===== config.mk =====
export PLATFORM = sky130hd
export DESIGN_NAME = receiver_flat
export DESIGN_NICKNAME = d
export VERILOG_FILES = /design/src/rtl/receiver_if.sv /design/src/rtl/receiver.sv /design/src/flat_wrapper.sv
export SDC_FILE = /design/constraint.sdc
export NUM_CORES = 1
export LEC_CHECK = 0
export BUFFER_PORTS_ARGS = -buffer_cell sky130_fd_sc_hd__buf_4
export CORE_MARGIN = 2
export CORE_UTILIZATION = 31
export DETAILED_ROUTE_END_ITERATION = 12
export PLACE_DENSITY = 0.58
export REMOVE_ABC_BUFFERS = 1
export SLEW_MARGIN = 20
export SYNTH_ARGS = -nofsm -noshare
export SYNTH_HDL_FRONTEND = slang
export SYNTH_SLANG_ARGS = --single-unit

===== constraint.sdc =====
create_clock -name clk -period 2.6 [get_ports clk]
set_clock_uncertainty 0.1 [all_clocks]
set_input_delay 0.13 -clock clk [delete_from_list [all_inputs] [get_ports clk]]
set_output_delay 0.13 -clock clk [all_outputs]
set_load 0.005 [all_outputs]

===== src/rtl/receiver_if.sv =====
// Serial receive bus: the line into the receiver plus the byte/status strobes out of it.
// master = line driver and byte consumer side, slave = receiver side.
interface receiver_if;
   logic       rxd;
   logic [7:0] rx_data;
   logic       rx_valid;
   logic       frame_err;
   logic       busy;

   modport master (output rxd, input rx_data, rx_valid, frame_err, busy);
   modport slave  (input rxd, output rx_data, rx_valid, frame_err, busy);
endinterface


===== src/rtl/receiver.sv =====
// 8N1 UART receiver: two-flop synchroniser, mid-bit sampling, stop-bit check.
// Delivers each good byte with a one-cycle rx_valid strobe and flags bad stop bits.
module receiver #(
   parameter int CLKS_PER_BIT = 10416
) (
   input  logic      clk,
   input  logic      rst,
   receiver_if.slave bus
);
   localparam int HALF_BIT = CLKS_PER_BIT / 2;
   localparam int CW       = $clog2(CLKS_PER_BIT);
   localparam logic [CW-1:0] HALF_LAST = CW'(HALF_BIT - 1);
   localparam logic [CW-1:0] BIT_LAST  = CW'(CLKS_PER_BIT - 1);

   typedef enum logic [2:0] {IDLE, START, DATA, STOP, WAIT_HIGH} state_t;

   state_t        state, state_nxt;
   logic [1:0]    sync;
   logic          rxd_s;
   logic [CW-1:0] baud_cnt;
   logic [2:0]    bit_idx;
   logic [7:0]    shift_reg;
   logic [7:0]    rx_data;
   logic          rx_valid, frame_err, busy;
   logic          bit_tick, stop_tick;

   // Synchroniser resets high so releasing reset never looks like a start edge.
   always_ff @(posedge clk or posedge rst) begin
      if (rst) sync <= 2'b11;
      else     sync <= {sync[0], bus.rxd};
   end
   assign rxd_s = sync[1];

   always_ff @(posedge clk or posedge rst) begin
      if (rst) state <= IDLE;
      else     state <= state_nxt;
   end

   always_comb begin
      state_nxt = state;
      case (state)
         IDLE:      if (!rxd_s) state_nxt = START;
         START:     if (baud_cnt == HALF_LAST) state_nxt = rxd_s ? IDLE : DATA;
         DATA:      if (bit_tick && bit_idx == 3'd7) state_nxt = STOP;
         STOP:      if (stop_tick) state_nxt = rxd_s ? IDLE : WAIT_HIGH;
         WAIT_HIGH: if (rxd_s) state_nxt = IDLE;
         default:   state_nxt = IDLE;
      endcase
   end

   always_comb begin
      busy      = (state != IDLE);
      bit_tick  = (state == DATA) && (baud_cnt == BIT_LAST);
      stop_tick = (state == STOP) && (baud_cnt == BIT_LAST);
   end

   always_ff @(posedge clk or posedge rst) begin
      if (rst) begin
         baud_cnt  <= '0;
         bit_idx   <= '0;
         shift_reg <= '0;
         rx_data   <= '0;
         rx_valid  <= 1'b0;
         frame_err <= 1'b0;
      end else begin
         rx_valid  <= stop_tick && rxd_s;
         frame_err <= stop_tick && !rxd_s;

         if (state == IDLE || state_nxt != state || bit_tick) baud_cnt <= '0;
         else                                                 baud_cnt <= baud_cnt + 1'b1;

         if (state != DATA)  bit_idx <= '0;
         else if (bit_tick)  bit_idx <= bit_idx + 1'b1;

         // Shifting right into the MSB leaves bit 0 (sent first) in the LSB after 8 samples.
         if (bit_tick) shift_reg <= {rxd_s, shift_reg[7:1]};

         if (stop_tick && rxd_s) rx_data <= shift_reg;
      end
   end

   assign bus.rx_data   = rx_data;
   assign bus.rx_valid  = rx_valid;
   assign bus.frame_err = frame_err;
   assign bus.busy      = busy;
endmodule


===== src/flat_wrapper.sv =====
// flat-port wrapper written by rule: the top's interface ports become plain ports
module receiver_flat 
#(
   parameter int CLKS_PER_BIT = 10416
)
  (clk, rst, bus_rxd, bus_rx_data, bus_rx_valid, bus_frame_err, bus_busy);
  receiver_if bus_i ();
  input  logic clk;
  input  logic rst;
  input wire logic [$bits(bus_i.rxd)-1:0] bus_rxd;
  output wire logic [$bits(bus_i.rx_data)-1:0] bus_rx_data;
  output wire logic [$bits(bus_i.rx_valid)-1:0] bus_rx_valid;
  output wire logic [$bits(bus_i.frame_err)-1:0] bus_frame_err;
  output wire logic [$bits(bus_i.busy)-1:0] bus_busy;
  assign bus_i.rxd = bus_rxd;
  assign bus_rx_data = bus_i.rx_data;
  assign bus_rx_valid = bus_i.rx_valid;
  assign bus_frame_err = bus_i.frame_err;
  assign bus_busy = bus_i.busy;
  receiver #(.CLKS_PER_BIT(CLKS_PER_BIT)) u_core (.clk(clk), .rst(rst), .bus(bus_i));
endmodule

==> flow_summary.json <==
{
  "status": "complete, no violations",
  "largest_register_ffs": 14,
  "fin_hold_ws_ps": 260,
  "synth_seq_cells": 40,
  "synth_seq_area_share": 0.550,
  "cts_tree": "done",
  "finalSetupTns_ps": 0,
  "nFillCells": 549,
  "synthesis.area_um2": 1830,
  "grt_max_degree": 24,
  "post-route-period-util": 0.772,
  "initial_core_util": 0.326,
  "slew_headroom": 0.556,
  "ys_async_sr_fraction": 1.00,
  "critPathArrivalTime_ps": 2080,
  "seqCellArea_um2": 1000,
  "synth_edf_count": 0,
  "crit_start": "u_core.baud_cnt[0]",
  "critPathKind": "flip-flop to flip-flop",
  "ios": 14,
  "die_h_um": 80.7,
  "grt_util_all_layers": 0.110,
  "p_leak_uw": 0.000980,
  "post-place-ws_ps": 592,
  "ant_nets": 0,
  "root_buffer": "clkbuf_8",
  "clock_path_buffers": 2,
  "placed_area_um2": 2010,
  "vias": 1194,
  "totalWireLength_mm": 3.21,
  "clock_latency_ps": 290,
  "final_cell_mix": "dfrtp_1 (38), mux2_2 (17), buf_4 (15)",
  "maxCapViolCount": 0,
  "rsz0062_at_grt": "no",
  "hp-start": "u_core.sync[0]",
  "ys_warn_count": 0,
  "drc": 0,
  "cts_max_level": 2,
  "clock_sinks": 40,
  "antenna_found_initial": 0,
  "final_area_um2": 2130,
  "peakVddDrop_mv": 0.184,
  "dieWidth_um": 80.7,
  "fmax_mhz": 498,
  "cp-start-kind": "flip-flop",
  "syn_area_per_cell_um2": 12.3,
  "hpwl_mm": 2.29,
  "grt_overflow": 0,
  "num_antenna_cells": 0,
  "synth_ff_type": "dfrtp_1",
  "synth_top_area_cell": "dfrtp_1",
  "grt_pass1_vias": 1173,
  "final_util": 0.380,
  "clkTransAtPathRegs_ps": 80,
  "rows": 27,
  "slew_viol_final": 0,
  "netlist_instances": 148,
  "min_period_ps": 2010,
  "hold_viol_final": 0,
  "synth_top_area_frac": 0.521,
  "endpoint_kind": "flip-flop",
  "ys_top_cells_by_area": "dfrtp_1 (52%), mux2_2 (10%), xor2_1 (4.3%)",
  "multiInputGateArea_um2": 793,
  "final_common_cell": "dfrtp_1",
  "crit_fanout": 9,
  "cts_buffers": 5,
  "synth_cell_types": 35,
  "nNetsFinal": 175,
  "drt_pre_antenna_iters": 4,
  "cp.required_ps": 2680,
  "cts_setup_buffers": 0,
  "routedWlPerCell_um": 13.3,
  "viasPerCell": 4.93,
  "gp_congestion": 0.776,
  "tightest_slew_ps": 666,
  "worstReg2RegStart": "u_core.baud_cnt[0]",
  "portBuffers": 13,
  "setup_viol": 0,
  "drtIter0Drc": 42,
  "core_um2": 5610,
  "min-delay-path-class": "flip-flop to flip-flop",
  "fin_ws_ps": 593,
  "grt_pass1_wl_mm": 5.49,
  "drive_gt1_frac": 0.276,
  "die_area_um2": 6520,
  "area_delta_synth_final_pct": 16.8,
  "powerDensity_nw_per_um2": 502
}
==> worst paths after layout <==
kind,end,slack (ps),depth (start not counted)
max,u_core.shift_reg[0],590,5
min reg2reg,u_core.sync[1],260,0
max in group asynchronous,u_core.sync[1],1230,4
min,u_core.sync[1],260,0
min in group asynchronous,u_core.shift_reg[6],380,3
max reg2reg,u_core.shift_reg[0],590,5
==> report_power, final <==
part	leakage, uW	internal [uW]	total [uW]	switching [uW]
Combinational	0.000399	5.26	17.5	12.2
Sequential	0.000537	625	627	1.93
Clock	0.0000434	215	426	211
==> area by class of cell <==
cell class                 count  area share
multi-input combinational    101       0.372
inverter                       4     0.00704
clock inverter                 2     0.00704
clock buffer                   6      0.0387
tap                           72      0.0423
sequential                    40       0.471
timing repair buffer          17      0.0622
==> through the flow <==
step | cells | power, uW
2_1_floorplan | 145 | 647
3_3_place_gp | 232 | 654
3_5_place_dp | 232 | 655
4_1_cts | 242 | 1090
5_1_grt | 242 | 1110
6_report | 242 | 1070
==> logic make-up (layout without fill, tap and decap cells) <==
logic type,after synthesis,count (layout),synth area share
xor+xnor,12,12,0.0576
buf+inv,7,29,0.0158
compound gates,20,20,0.0644
simple gates,47,47,0.176
mux,19,19,0.116
fa+ha+maj,3,3,0.0206
flops,40,40,0.550
==> synth_stat cells (2+ instances only) <==
cell and instances:
xnor2_1 3, nor2_4 2, mux2i_1 2, inv_1 4, or3_1 2, dfrtp_1 38, nor4bb_1 3, xor2_1 9
buf_2 2, dfstp_2 2, mux2_2 17, a21oi_1 14, and4_1 4, ha_1 3, nor2_1 8, nand2_1 5
and3_1 3, nor4b_1 2, nand3_1 5, nand4_1 5
==> critical path, stage by stage (launching register included) <==
cell and delay [ps]:
dfrtp_1 400, ha_1 230, and3_1 270, nand4_4 210, nor2_4 310, mux2_2 370
==> layer usage <==
layer / share of wire / wire, um / GRT usage / up-vias
met4: 0.024 / 77 / 0.0610 / 0
met1: 0.47 / 1500 / 0.137 / 588
met5: 0 / 0 / 0 / -
met3: 0.031 / 100 / 0.0278 / 6
met2: 0.48 / 1540 / 0.175 / 18
li1: - / - / - / 582
==> timing repair <==
| item | CTS | global route |
|---|---|---|
| resized for setup | 0 | 0 |
| hold endpoints to repair | 17 | 0 |
| hold buffers | 2 | 0 |
Power figures use the tool's default switching activity.
